### config.mk
export PLATFORM = sky130hd
export DESIGN_NAME = sid_wr_arbiter
export DESIGN_NICKNAME = d
export VERILOG_FILES = /design/src/rtl/sid_pkg.sv /design/src/rtl/sid_wr_fifo.sv /design/src/rtl/sid_wr_arbiter.sv
export SDC_FILE = /design/constraint.sdc
export NUM_CORES = 1
export LEC_CHECK = 0
export CAP_MARGIN = 20
export CORE_AREA = 2 2 136 125
export CTS_CLUSTER_DIAMETER = 60
export CTS_CLUSTER_SIZE = 28
export DETAILED_ROUTE_END_ITERATION = 8
export DIE_AREA = 0 0 138 127
export PLACE_DENSITY_LB_ADDON = 0.25
export SETUP_SLACK_MARGIN = 0.4
export SYNTH_ARGS = -nofsm -noshare
export SYNTH_HDL_FRONTEND = slang
export SYNTH_HIERARCHICAL = 1
export SYNTH_SLANG_ARGS = --single-unit
### constraint.sdc
create_clock -name clk -period 10.4 [get_ports clk]
set_clock_uncertainty 0.05 [all_clocks]
set_input_delay 2.08 -clock clk [delete_from_list [all_inputs] [get_ports clk]]
set_output_delay 2.08 -clock clk [all_outputs]
set_load 0.01 [all_outputs]
### src/rtl/sid_pkg.sv
// ----------------------------------------------------------------------------
// sid_pkg
// Shared SID write-path definitions: bus widths, the highest writable SID
// register address, the queued write record and the requester identifier.
// ----------------------------------------------------------------------------
package sid_pkg;

    localparam int SID_ADDR_W = 5;
    localparam int SID_DATA_W = 8;

    // Registers above this address are read-only or unused on the SID.
    localparam logic [SID_ADDR_W-1:0] SID_LAST_WR_ADDR = 5'h18;

    // One queued SID register write.
    typedef struct packed {
        logic [SID_ADDR_W-1:0] addr;
        logic [SID_DATA_W-1:0] data;
    } sid_wr_t;

    // Requester 0 is the SPI decoder, requester 1 the player sequencer.
    typedef enum logic {
        REQ0 = 1'b0,
        REQ1 = 1'b1
    } req_id_t;

    function automatic logic is_writable(input logic [SID_ADDR_W-1:0] addr);
        return addr <= SID_LAST_WR_ADDR;
    endfunction

endpackage

### src/rtl/sid_wr_fifo.sv
// ----------------------------------------------------------------------------
// sid_wr_fifo
// Synchronous FIFO holding pending SID register writes. The head entry is
// presented combinationally on rdata so the consumer can register it in the
// same cycle it pops.
//
// Parameters:
//   DEPTH  number of entries, power of two in 2..32
// Ports:
//   clk    system clock
//   rst    synchronous active-high reset (clears pointers and occupancy)
//   push   write wdata at the tail (ignored when full)
//   pop    discard the head entry (ignored when empty)
//   wdata  record to enqueue
//   rdata  current head record (valid when empty is low)
//   full   occupancy == DEPTH
//   empty  occupancy == 0
//   level  current occupancy, 0..DEPTH
// ----------------------------------------------------------------------------
module sid_wr_fifo
    import sid_pkg::*;
#(
    parameter int DEPTH = 8
) (
    input  logic                     clk,
    input  logic                     rst,
    input  logic                     push,
    input  logic                     pop,
    input  sid_wr_t                  wdata,
    output sid_wr_t                  rdata,
    output logic                     full,
    output logic                     empty,
    output logic [$clog2(DEPTH):0]   level
);

    localparam int                PTR_W      = $clog2(DEPTH);
    localparam logic [PTR_W:0]    FULL_COUNT = (PTR_W + 1)'(DEPTH);

    sid_wr_t          mem [DEPTH];
    logic [PTR_W-1:0] wr_ptr;
    logic [PTR_W-1:0] rd_ptr;
    logic [PTR_W:0]   count;
    logic             do_push;
    logic             do_pop;

    assign full    = (count == FULL_COUNT);
    assign empty   = (count == '0);
    assign level   = count;
    assign rdata   = mem[rd_ptr];

    // A simultaneous push and pop is allowed at any occupancy except that a
    // full queue refuses the push and an empty one refuses the pop.
    assign do_push = push && !full;
    assign do_pop  = pop && !empty;

    // Pointers are exactly log2(DEPTH) bits wide, so the increment wraps
    // modulo DEPTH on its own.
    // NOTE: sequential state is assigned with <= so every register samples
    // the pre-edge values of the others, independent of statement order.
    always_ff @(posedge clk) begin
        if (rst) begin
            wr_ptr <= '0;
            rd_ptr <= '0;
            count  <= '0;
        end else begin
            if (do_push) begin
                wr_ptr <= wr_ptr + 1'b1;
            end
            if (do_pop) begin
                rd_ptr <= rd_ptr + 1'b1;
            end
            case ({do_push, do_pop})
                2'b10:   count <= count + 1'b1;
                2'b01:   count <= count - 1'b1;
                default: count <= count;
            endcase
        end
    end

    // NOTE: the storage array has no reset; clearing the pointers already
    // makes every entry unreachable, and an unreset array maps onto RAM.
    always_ff @(posedge clk) begin
        if (do_push) begin
            mem[wr_ptr] <= wdata;
        end
    end

endmodule

### src/rtl/sid_wr_arbiter.sv
// ----------------------------------------------------------------------------
// sid_wr_arbiter
// Merges SID register writes from two requesters (SPI decoder, player
// sequencer) into one queued, registered SID write bus. Ties alternate
// between requesters; writes to read-only/unused registers are dropped.
//
// Configuration macro:
//   SID_WR_PACE_EN  defined   -> the queue pops only in cycles with clkEn
//                               high (one SID write per 1 MHz SID cycle)
//                   undefined -> the queue pops whenever it is non-empty
//
// Parameters:
//   DEPTH    write-queue entries, power of two in 2..32
// Ports:
//   clk      12 MHz system clock
//   rst      synchronous active-high reset
//   clkEn    1 MHz SID cycle enable, one clk wide
//   iValid0  requester 0 write valid      iValid1  requester 1 write valid
//   iAddr0   requester 0 register address iAddr1   requester 1 address
//   iData0   requester 0 register data    iData1   requester 1 data
//   oReady0  requester 0 write accepted   oReady1  requester 1 accepted
//            (combinational, meaningful together with the matching valid)
//   oWE      SID write strobe, one clk per write
//   oAddr    SID register address (held while oWE is low)
//   oDataW   SID register data (held while oWE is low)
//   oLevel   queue occupancy
//   oDrop    one-clk pulse the cycle after an accepted write is discarded
// ----------------------------------------------------------------------------
module sid_wr_arbiter
    import sid_pkg::*;
#(
    parameter int DEPTH = 8
) (
    input  logic                     clk,
    input  logic                     rst,
    input  logic                     clkEn,
    input  logic                     iValid0,
    input  logic                     iValid1,
    input  logic [SID_ADDR_W-1:0]    iAddr0,
    input  logic [SID_ADDR_W-1:0]    iAddr1,
    input  logic [SID_DATA_W-1:0]    iData0,
    input  logic [SID_DATA_W-1:0]    iData1,
    output logic                     oReady0,
    output logic                     oReady1,
    output logic                     oWE,
    output logic [SID_ADDR_W-1:0]    oAddr,
    output logic [SID_DATA_W-1:0]    oDataW,
    output logic [$clog2(DEPTH):0]   oLevel,
    output logic                     oDrop
);

    req_id_t  last_grant;
    req_id_t  grant;
    logic     grant_vld;
    logic     accept;
    sid_wr_t  acc_wr;
    logic     acc_ok;
    logic     push;
    logic     pop;
    logic     pace_ok;
    sid_wr_t  head;
    logic     full;
    logic     empty;

    // ------------------------------------------------------------------
    // Arbitration: a lone valid requester wins; on a tie the requester that
    // did not win the last accepted write goes first.
    // ------------------------------------------------------------------
    // NOTE: every output of this block gets a default first, so no path
    // leaves a variable unassigned and no latch is inferred.
    always_comb begin
        grant_vld = iValid0 || iValid1;
        grant     = REQ0;
        if (iValid0 && iValid1) begin
            grant = (last_grant == REQ1) ? REQ0 : REQ1;
        end else if (iValid1) begin
            grant = REQ1;
        end
    end

    // Full is the occupancy at cycle start, so a pop in the same cycle never
    // frees a slot for the write being offered (no bypass).
    assign oReady0 = !rst && grant_vld && (grant == REQ0) && !full;
    assign oReady1 = !rst && grant_vld && (grant == REQ1) && !full;
    assign accept  = (iValid0 && oReady0) || (iValid1 && oReady1);

    always_comb begin
        acc_wr.addr = iAddr0;
        acc_wr.data = iData0;
        if (grant == REQ1) begin
            acc_wr.addr = iAddr1;
            acc_wr.data = iData1;
        end
    end

    // Accepted writes to read-only/unused registers are consumed but never
    // reach the queue.
    assign acc_ok = is_writable(acc_wr.addr);
    assign push   = accept && acc_ok;

    // ------------------------------------------------------------------
    // Pacing of the SID bus.
    // ------------------------------------------------------------------
`ifdef SID_WR_PACE_EN
    assign pace_ok = clkEn;
`else
    logic unused_clk_en;
    assign unused_clk_en = clkEn;
    assign pace_ok       = 1'b1;
`endif

    // Popping is blocked during reset so nothing queued before reset can
    // surface on the bus afterwards.
    assign pop = !rst && !empty && pace_ok;

    sid_wr_fifo #(
        .DEPTH (DEPTH)
    ) u_fifo (
        .clk   (clk),
        .rst   (rst),
        .push  (push),
        .pop   (pop),
        .wdata (acc_wr),
        .rdata (head),
        .full  (full),
        .empty (empty),
        .level (oLevel)
    );

    // ------------------------------------------------------------------
    // Registered SID write bus, drop pulse and last-grant history.
    // ------------------------------------------------------------------
    always_ff @(posedge clk) begin
        if (rst) begin
            oWE        <= 1'b0;
            oAddr      <= '0;
            oDataW     <= '0;
            oDrop      <= 1'b0;
            last_grant <= REQ1;
        end else begin
            oWE   <= pop;
            oDrop <= accept && !acc_ok;
            if (pop) begin
                oAddr  <= head.addr;
                oDataW <= head.data;
            end
            // Only an actual acceptance counts as a turn; a refused offer
            // keeps the tie-break where it was.
            if (accept) begin
                last_grant <= grant;
            end
        end
    end

endmodule

==> impl_summary.md, run 1 <==
Routing
The number of search-and-repair iterations in the first detailed-routing pass is 4. The post-detailed-routing wire length is 10,300 um. After detailed routing, the average wire length per cell comes to 17.8 um. The detailed router's first-iteration violation count is 142. The post-detailed-route count of antenna-violating nets is 0. The via density per instance is 4.86. The residual DRC count is 0.

Across all layers, the routed design uses 2,817 vias.

Final layout
The relative area change from synthesis to final layout is 24.4%. The total of fill cells in the finished design is 1,420. The share of layout cells above drive strength 1 is 22.8%. The number of nets in the layout is 396. 0 antenna diodes ended up in the layout.

Clock network
TritonCTS built the clock tree. The post-CTS repair timing setup buffer count is 0. The number of H-tree levels is 4.

CTS placed an instance of clkbuf_16 at the clock tree root. Hold repair after CTS inserted 0 buffers. The clock edge transition at the registers on the reported setup and hold paths is 0.06 ns. The clock reaches the later pin of the worst-skew pair after 0.41 ns. Clock tree synthesis found a total of 133 sinks. Counting along the longest clock path gives a buffer depth of 2. The number of clock buffers inserted by TritonCTS is 17. In this run, post-CTS repair resized a total of 0 instances.

Placed design
The post-DP HPWL is 6180 um. Input and output buffers added on the ports amount to 50. The final weighted congestion in routability-driven placement is 0.655. Before CTS, the worst setup slack after placement is 4.17 ns.

Floorplanning
The initialized floorplan defines 44 standard-cell rows. For this configuration, the core starts out at a cell density of 34.5%. The region available for standard cell placement spans 16,000 sq um. The total I/O pin count is 52. The die width is 138 um. The floorplan step set the die height to 127 um.

The floorplan step defined a die boundary enclosing 17,500 sq um.

Synth
The number of library cell types mapped by synthesis is 41. Among all flip-flop cells after synthesis, the most frequent one is edfxtp_1. Ranked by instance count, the synthesized netlist is headed by edfxtp_1 (104), nor2_1 (30), dfxtp_1 (29), mux2_2 (20), mux4_1 (19). Synthesis produced a netlist whose cell count is 299.

After synthesis, the mean cell area works out to 18.4 sq um. The number of nets in the synthesized netlist is 335. The top-area cell type share of the netlist area is 56.6%. By area the synthesized netlist is led by edfxtp_1 (57%), dfxtp_1 (11%), mux4_1 (9.1%), mux2_2 (4.1%), mux2i_1 (2.9%). Summing every instance area after synthesis gives 5520 sq um. Of all flip-flops after synthesis, the portion carrying an async set or reset was 0%. For this run, the number of Yosys warnings is 6. The sequential fraction of the synthesis area is 67.2%. The number of enable flip-flop cells after synthesis is 104. In the post-synthesis netlist, the cell with the most instances is edfxtp_1. Summed over all instances, the cell type with the most area after synthesis is edfxtp_1. The post-synthesis sequential element count is 133.

Status
The flow ran to the end, and the final reports show no timing, DRC or antenna violations.

Setup path
In this design, the stage delay of the slowest critical-path cell is 0.67 ns. The cell family with the largest share of critical-path delay is buffers and inverters. Data on the critical path arrives at its endpoint at 4.05 ns.

The setup check on the worst reg-to-reg path leaves a slack of 6.97 ns. Among the stages of the critical path, the cell type that occurs most often is clkdlybuf4s50_1. In this run the worst path has a maximum fanout of 16.

The worst setup path is captured at an output port. The critical path class is in -> out. The worst setup path startpoint is iValid1. At the worst endpoint, the required time is 8.27 ns. The worst reg2reg path depth is 9. In this run the critical register-to-register path is captured at u_fifo/level[3]$_SDFFE_PP0P_.

The startpoint identified for the worst register-to-register timing path is last_grant$_SDFFE_PP1P_. Walking the worst path, the cells encountered are clkdlybuf4s50_1 > a21boi_4 > and2_2 > clkdlybuf4s50_1. The category of the worst setup path launch point is an input pin.

The critical path contains buffers and inverters numbering 2 combined. The critical-path cell with the highest stage delay is a21boi_4.

Timing
The fraction of the cycle the final worst path needs is 59.5%. The hold violation count in the final report is 0. The worst-margin pin slew is 0.961 ns. The number of max-slew violations in the final report was 0. The maximum achievable frequency is 162 MHz.

Setup repair after global routing left no endpoint under its margin. The minimum clock period after layout is 6.18 ns. Across all hold checks on the routed design, the worst slack comes to 0.443 ns. Measured against its own limit, the worst slew margin works out to 35.7%. Setup slack closes at 4.22 ns. The sum of negative setup slack is 0 ns.

Setup violations remaining at the end of the flow were counted as 0.

Hold path
The path class of the tightest hold or removal check is reg -> reg. The path with the worst hold slack has its endpoint at oDataW[2]$_SDFFE_PP0P_. Along the worst hold path, the cell count comes to 2. In this run the most critical hold path is launched from oDataW[2]$_SDFFE_PP0P_.

Global routing
The global-route wire length before repair is 16,100 um. For this run, global-route usage on met3 was measured as 3.49%. The layer flagged by global routing as most heavily used is met2. The combined global-route utilization of all metal layers is 12.4%.

The via count of the first global-routing pass is 2,884. The routing usage on met1 is 15.3%. Entering global routing, the biggest net connects 30 pins. The initial antenna violation count came to 0. The total congestion overflow after global routing is 0. The met2 usage in global routing is 20.9%.

Job
The max-capacitance violation count is 0.

Power
VDD sags by at most 113 uV. In this run the power density over the cells is 205 nW/um^2. The reported leakage power is 2.36 nW. Overall power consumption after layout is estimated at 1.41 mW.
## sequential cells by signal, indices dropped and copies added (netlist names), named ones only
register and cells:
u_fifo/mem 104, oDataW 8, oAddr 5, u_fifo/level 4, u_fifo/rd_ptr 3, u_fifo/wr_ptr 3, last_grant 1, oDrop 1
oWE 1
## kinds of logic (layout without fill, tap and decap cells)
| family | after synthesis | in the layout | share of synthesized area (%) |
|---|---|---|---|
| flops | 133 | 133 | 67.2 |
| mux | 70 | 70 | 21.1 |
| simple gates | 55 | 55 | 5.22 |
| buf+inv | 17 | 91 | 2.31 |
| compound gates | 12 | 12 | 1.86 |
| xor+xnor | 7 | 7 | 1.25 |
| fa+ha+maj | 5 | 5 | 1.13 |
## where the power goes
group | leakage, nW | internal (mW) | switching, mW | total [mW]
clock | 0.296 | 0.398 | 0.205 | 0.603
combinational | 0.887 | 0.0974 | 0.0852 | 0.183
sequential | 1.18 | 0.605 | 0.0178 | 0.623
total | 2.36 | 1.10 | 0.308 | 1.41
## final cells by class
cell class / instances / area, sq um / area share (%)
sequential: 133 / 3700 / 54.0
multi-input combinational: 149 / 1740 / 25.3
inverter: 1 / 3.75 / 0.0547
timing repair buffer: 58 / 561 / 8.17
tap: 207 / 259 / 3.77
clock buffer: 21 / 440 / 6.42
clock inverter: 11 / 158 / 2.30
## cell usage in the layout (no fill, tap or decap), types with 2 or more instances in the layout
cell type,n
edfxtp_1,104
clkdlybuf4s50_1,50
nor2_1,29
dfxtp_1,29
mux2_2,20
mux4_1,19
clkbuf_16,17
mux2i_1,16
mux2_4,8
buf_4,8
mux4_2,7
clkinv_2,5
xor2_1,5
ha_1,5
bufinv_16,4
clkbuf_1,4
nand2b_1,3
nand2_1,3
nor3_4,3
o21ai_0,2
o311ai_0,2
nor2b_1,2
nor4_2,2
nand3_1,2
a21oi_1,2
## worst max path at each step
stage | slack (ns) | end | cells after the start
after global placement | 4.19 | oReady1 | 4
final | 4.22 | oReady1 | 4
after detailed placement | 4.17 | oReady1 | 4
after floorplan | 5.59 | oReady1 | 3
after CTS | 4.16 | oReady1 | 4
after global routing | 4.12 | oReady1 | 4
## per-stage QoR
step | area (sq um) | utilization, % | cells
finish | 6860 | 43.0 | 580
global route | 6860 | 43.0 | 580
CTS | 6860 | 43.0 | 580
detailed placement | 6260 | 39.2 | 548
global placement | 6260 | 39.2 | 548
floorplan | 5520 | - | 299
## metal layers
layer	share of wire (%)	routed length, um
met2	50	5170
met3	3.3	343
met5	0	0
met4	1.4	149
met1	45	4650
## tightest hold or removal path, cell delays in order (launching register included)
cell and delay, ns:
dfxtp_1 0.32, mux2i_1 0.07, nor2_1 0.07
(Power assumes the default switching activity.)
==> run 2: changes to the inputs <==
==> constraint.sdc (replaced) <==
create_clock -name clk -period 5 [get_ports clk]
set_clock_uncertainty 0.05 [all_clocks]
set_input_delay 1 -clock clk [delete_from_list [all_inputs] [get_ports clk]]
set_output_delay 1 -clock clk [all_outputs]
set_load 0.01 [all_outputs]
==> impl_summary.md, run 2 (synthesis results as in run 1) <==
Status
The run finished with clean final reports.

Global routing
The combined global-route utilization of all metal layers is 12.6% (+0.23 points). The via count of the first global-routing pass was 2,820 (-2.2%). The global-route wire length before repair was 16,200 um (+0.56%). The total congestion overflow after global routing was 0 (unchanged). The maximum number of pins on one net before global-route repair is 29 (-3.3%). The initial antenna violation count is 0 (unchanged).

Placed design
The cell count after placement is 553 (+0.91%). The quantity of I/O buffers inserted on ports is 50 (unchanged). The final weighted congestion in routability-driven placement came to 0.678 (+3.6%).

The post-DP HPWL is 6540 um (+5.8%).

Routing
The detailed router's first-iteration violation count came to 115 (-19%). The via density per instance was 4.81 (-1.0%). The routed wire length per instance is 18.2 um (+2.2%). The post-detailed-route count of antenna-violating nets came to 0 (unchanged). The number of search-and-repair iterations in the first detailed-routing pass is 4 (unchanged). The residual DRC count was 0 (unchanged). The via count is 2,813 (-0.14%). The post-detailed-routing wire length is 10,600 um (+3.1%).

Final layout
The post-layout instance count excluding filler cells is 585 (+0.86%). The register containing the most flip-flops in the final layout is u_fifo/mem. The largest registers in the layout are u_fifo/mem: 104 flops, oDataW: 8 flops, oAddr: 5 flops.

The number of flip-flops in the largest register was 104 (unchanged). The total of fill cells in the finished design is 1,411 (-0.63%). The library cells used most frequently in the layout, excluding fill and tap cells, are edfxtp_1 (104), clkdlybuf4s50_1 (50), nor2_1 (30). The number of nets in the layout is 401 (+1.3%). The most common library cell in the layout ignoring fill and taps is edfxtp_1. The number of diodes is 0 (unchanged). The relative area change from synthesis to final layout is 25.6%. The share of layout cells above drive strength 1 is 24.1% (+1.3 points).

Power
The proportion of total power due to net switching is 21.8% (-0.038 points). The cell internal power dissipation is 2.36 mW (+110%). The combinational group share of total power is 12.7% (-0.3 points). The relative contribution of sequential cells to total power came to 42.8% (-1.4 points). The power dissipated by switching net loads is 0.658 mW (+110%).

The reported leakage power is 2.41 nW (+2.0%). The total power divided by cell area is 435 nW/um^2 (+110%). The portion of total power attributed to the clock network is 44.4% (+1.6 points).

The worst vdd rail ir drop is 286 uV (+150%). The total power was 3.02 mW (+110%).

Setup path
The worst setup path is launched from an input pin. Walking the worst path, the cells encountered are clkdlybuf4s50_1 > a21boi_4 > buf_4 > and2_2 > clkdlybuf4s50_1. The total stage count of the critical path is 5 (+1). The worst reg2reg path depth is 11 (+2). The cell family contributing the most delay on the critical path is buffers and inverters.

The critical-path cell with the highest stage delay is clkdlybuf4s50_1. The buffering stage count on the worst path with inverters included is 3 (+1). The critical path class is in -> out. The type of destination of the critical path is an output port. The maximum single-stage delay on the critical path is 0.52 ns (-0.15 ns). The arrival time at the worst endpoint came to 2.77 ns (-1.28 ns).

The maximum fanout encountered on the critical timing path is 15 (-1). The most frequent cell on the critical path is clkdlybuf4s50_1. The data required time of the worst path is 3.95 ns (-4.32 ns).

Floorplanning
The area of the placeable core is 16,000 sq um (unchanged). The initial core utilization is 34.5% (unchanged). The number of standard-cell rows in the floorplan is 44 (unchanged). The total I/O pin count is 52 (unchanged). The die width is 138 um (unchanged). The y dimension of the die is 127 um (unchanged).

The overall die area is 17,500 sq um (unchanged).

Timing
The worst hold-check slack is 0.447 ns (+0.00433 ns). The headroom to the max-slew limit is 41.8% (+6.1 points). Setup repair after global routing left no endpoint under its margin. The minimum clock period after layout is 3.82 ns. The hold violation count in the final report was 0 (unchanged).

The sum of negative setup slack came to 0 ns (unchanged). Dividing the final minimum period by the clock period gives 76.4%. Based on the critical path, the design can be clocked at up to 262 MHz.

The setup violation total in the final timing report was 0 (unchanged). The worst-margin pin slew is 0.865 ns (-0.0961 ns). The number of max-slew violations in the final report is 0 (unchanged).

Clock network
The source-to-sink clock delay at the later pin of the worst-skew pair is 0.41 ns (about the same). The root buffer cell chosen for the clock tree is clkbuf_16. TritonCTS built the clock tree.

The maximum number of buffers from clock root to sink came to 2 (unchanged). The post-CTS repair timing setup buffer count is 0 (unchanged). The number of clock buffers inserted by TritonCTS came to 17 (unchanged). The number of clock sinks seen by CTS is 133 (unchanged). The number of instances resized during post-cts repair is 0 (unchanged).

The number of H-tree levels is 4 (unchanged). The clock edge transition at the registers on the reported setup and hold paths is 0.05 ns (about the same). The hold-fix buffer count after cts is 0 (unchanged).

Hold path
The worst hold path stage count is 2 (unchanged). The min-delay analysis places its worst path in the category reg -> reg.

Job
The max-capacitance violation count is 0 (unchanged).
run 2: cell types whose count changed in the layout (fill, tap and decap cells not counted), moves of 3 or more:
cell and delta:
buf_4 +5, clkbuf_1 -3, clkinv_2 -4, clkinv_4 +3, nor3_2 +3, nor3_4 -3
run 2: worst paths after layout:
kind	from	slack (ns)	to
worst max-delay path	iValid1	1.18	oReady1
worst min-delay path	oAddr[2]$_SDFFE_PP0P_	0.45	oAddr[2]$_SDFFE_PP0P_
worst max register to register	u_fifo/level[1]$_SDFFE_PP0P_	1.66	u_fifo/level[3]$_SDFFE_PP0P_
worst min register to register	oAddr[2]$_SDFFE_PP0P_	0.45	oAddr[2]$_SDFFE_PP0P_
run 2: power groups by stage:
stage,Combinational [mW],Clock (mW),Sequential [mW]
after floorplan,0.235,0,1.32
after global placement,0.383,0,1.31
after detailed placement,0.389,0,1.32
after CTS,0.391,1.37,1.29
after global routing,0.413,1.42,1.30
final,0.383,1.34,1.29
run 2: layer usage:
| metal | wire [um] | track usage [%] | vias up |
|---|---|---|---|
| met5 | 0 | 0 | - |
| met4 | 108 | 4.68 | 0 |
| met3 | 331 | 3.56 | 8 |
| met2 | 5330 | 21.1 | 47 |
| met1 | 4870 | 15.7 | 1432 |
| li1 | - | - | 1326 |
run 2: cell type report:
type	instances	area [sq um]	share of cell area, %
Clock inverter	13	205	2.96
Inverter	1	3.75	0.0542
Sequential cell	133	3700	53.4
Clock buffer	19	443	6.39
Tap cell	207	259	3.74
Timing Repair Buffer	63	598	8.63
Multi-Input combinational cell	149	1720	24.8
run 2: worst min-delay path, cell delays in order (launching register included):
cell     delay (ns)
dfxtp_1        0.33
mux2i_1        0.07
nor2_1         0.07
run 2: stage by stage:
step	util, %	worst slack (ns)	area, sq um
4_1_cts	43.4	1.17	6930
5_1_grt	43.4	1.01	6930
3_3_place_gp	39.3	0.872	6280
3_5_place_dp	39.3	0.817	6280
6_report	43.4	1.18	6930
2_1_floorplan	-	1.28	5520
==> run 3: changes to the inputs <==
==> constraint.sdc (replaced) <==
create_clock -name clk -period 4 [get_ports clk]
set_clock_uncertainty 0.05 [all_clocks]
set_input_delay 0.8 -clock clk [delete_from_list [all_inputs] [get_ports clk]]
set_output_delay 0.8 -clock clk [all_outputs]
set_load 0.01 [all_outputs]
==> impl_summary.md, run 3 (synthesis results as in run 1) <==
Clock network
In this run the clock root is driven by a clkbuf_16. The maximum number of buffers from clock root to sink is 2 (unchanged). The number of clock buffers inserted by TritonCTS is 17 (unchanged). TritonCTS built the clock tree. The source-to-sink clock delay at the later pin of the worst-skew pair came to 0.41 ns (about the same). The hold-fix buffer count after cts is 0 (unchanged). The clock edge transition at the registers on the reported setup and hold paths is 0.06 ns (about the same). The number of clock sinks seen by CTS is 133 (unchanged). The post-CTS repair timing setup buffer count is 0 (unchanged). The number of instances resized during post-cts repair was 0 (unchanged). The number of H-tree levels is 4 (unchanged).

Setup path
The most frequent cell on the critical path is clkdlybuf4s50_1. The data required time of the worst path is 3.15 ns (-0.80 ns). The maximum single-stage delay on the critical path is 0.52 ns (about the same). The arrival time at the worst endpoint came to 2.57 ns (-0.20 ns).

For this design, the slowest cell found on the critical path is clkdlybuf4s50_1. The critical path is of the in -> out type. The maximum fanout encountered on the critical timing path is 15 (unchanged). STA classifies the critical path startpoint as an input pin. STA classifies the critical path endpoint as an output port. Walking the worst path, the cells encountered are clkdlybuf4s50_1 > a21boi_4 > buf_4 > and2_2 > clkdlybuf4s50_1.

Placed design
The post-DP HPWL was 6480 um (-0.90%). The quantity of I/O buffers inserted on ports is 50 (unchanged). The final weighted congestion in routability-driven placement is 0.680 (+0.22%). The cell count after placement is 555 (+0.36%).

Power
The total power divided by cell area was 552 nW/um^2 (+27%). The total power is 3.85 mW (+28%). The worst vdd rail ir drop came to 303 uV (+5.9%). The reported leakage power came to 2.42 nW (+0.53%).

Global routing
The via count of the first global-routing pass was 2,965 (+5.1%). The total congestion overflow after global routing was 0 (unchanged). The combined global-route utilization of all metal layers is 13.0% (+0.38 points). The initial antenna violation count is 0 (unchanged).

The global-route wire length before repair was 16,500 um (+1.9%). The maximum number of pins on one net before global-route repair came to 27 (-6.9%).

Final layout
The number of nets in the layout is 403 (+0.50%). The largest registers in the layout are u_fifo/mem: 104 flops, oDataW: 8 flops, oAddr: 5 flops. The number of flip-flops in the largest register is 104 (unchanged). The share of layout cells above drive strength 1 is 25.0% (+0.93 points). The register with the most flip-flops in the final layout is u_fifo/mem. In the layout the commonest cells are edfxtp_1 (104), clkdlybuf4s50_1 (50), nor2_1 (30). The total of fill cells in the finished design is 1,421 (+0.71%). The area growth from synthesis to layout is 26.3%. Leaving out fill and tap cells, the most frequent cell in the layout is edfxtp_1. The post-layout instance count excluding filler cells was 587 (+0.34%).

The number of diodes is 0 (unchanged).

Timing
Setup repair after global routing left no endpoint under its margin. The fraction of the cycle the final worst path needs is 85.5%. The hold violation count in the final report was 0 (unchanged).

The maximum achievable frequency is 293 MHz. The headroom to the max-slew limit is 48.9% (+7.0 points). The sum of negative setup slack is 0 ns (unchanged). The worst-margin pin slew is 0.766 ns (-0.0992 ns). The routed design could run at a clock period as short as 3.42 ns. The number of max-slew violations in the final report was 0 (unchanged). The setup violation total in the final timing report is 0 (unchanged).

Routing
The residual DRC count is 0 (unchanged). The detailed router's first-iteration violation count came to 158 (+37%). The post-detailed-routing wire length is 10,700 um (+0.80%). The post-detailed-route count of antenna-violating nets came to 0 (unchanged). The via count was 2,859 (+1.6%). The via density per instance came to 4.87 (+1.3%). The number of search-and-repair iterations in the first detailed-routing pass is 5 (+1). The routed wire length per instance is 18.3 um (+0.46%).

Floorplanning
The initial core utilization came to 34.5% (unchanged). The die width was 138 um (unchanged). The total I/O pin count is 52 (unchanged).

The number of standard-cell rows in the floorplan is 44 (unchanged). The overall die area is 17,500 sq um (unchanged). The y dimension of the die is 127 um (unchanged). The area of the placeable core was 16,000 sq um (unchanged).

Job
The max-capacitance violation count came to 0 (unchanged).

Hold path
The worst hold-check path type is reg -> reg.

Status
The run finished with clean final reports.
run 3: worst paths after layout:
kind | from | to | slack, ns | cells past startpoint
setup / recovery | iValid1 | oReady1 | 0.58 | 5
hold / removal | oAddr[2]$_SDFFE_PP0P_ | oAddr[2]$_SDFFE_PP0P_ | 0.45 | 2
setup reg to reg | u_fifo/level[1]$_SDFFE_PP0P_ | u_fifo/level[3]$_SDFFE_PP0P_ | 0.82 | 12
hold reg to reg | oAddr[2]$_SDFFE_PP0P_ | oAddr[2]$_SDFFE_PP0P_ | 0.45 | 2
run 3: worst max-delay path, delay by kind of cell:
family | cells | cell delay, ns
AOI/OAI and AO/OA | 1 | 0.21
buffers and inverters | 3 | 1.34
and+or+nand+nor | 1 | 0.21
run 3: cell type report:
cell class / instances / area [sq um] / share of cell area (%)
Tap cell: 207 / 259 / 3.72
Clock inverter: 13 / 229 / 3.29
Timing Repair Buffer: 65 / 613 / 8.80
Sequential cell: 133 / 3700 / 53.2
Clock buffer: 19 / 443 / 6.36
Inverter: 1 / 3.75 / 0.0539
Multi-Input combinational cell: 149 / 1720 / 24.6
run 3: per-stage QoR:
| stage | hold slack, ns | instance area, sq um | util, % | setup slack [ns] |
|---|---|---|---|---|
| CTS | 0.457 | 6970 | 43.6 | 0.546 |
| global route | 0.475 | 6970 | 43.6 | 0.517 |
| detailed placement | 0.441 | 6300 | 39.4 | 0.349 |
| floorplan | 0.435 | 5520 | - | 0.483 |
| global placement | 0.428 | 6300 | 39.4 | 0.395 |
| finish | 0.447 | 6970 | 43.6 | 0.582 |
run 3: layer usage:
layer  part of all wire (%)  global-route usage [%]
met1                     44                    15.5
met2                     51                    22.0
met3                    3.8                    4.65
met4                    1.2                    4.62
met5                      0                       0
run 3: report_power, final:
part	switching (mW)	leakage (nW)	total, mW	internal [mW]
clock	0.565	0.315	1.75	1.18
combinational	0.227	0.929	0.484	0.257
sequential	0.0434	1.18	1.61	1.57
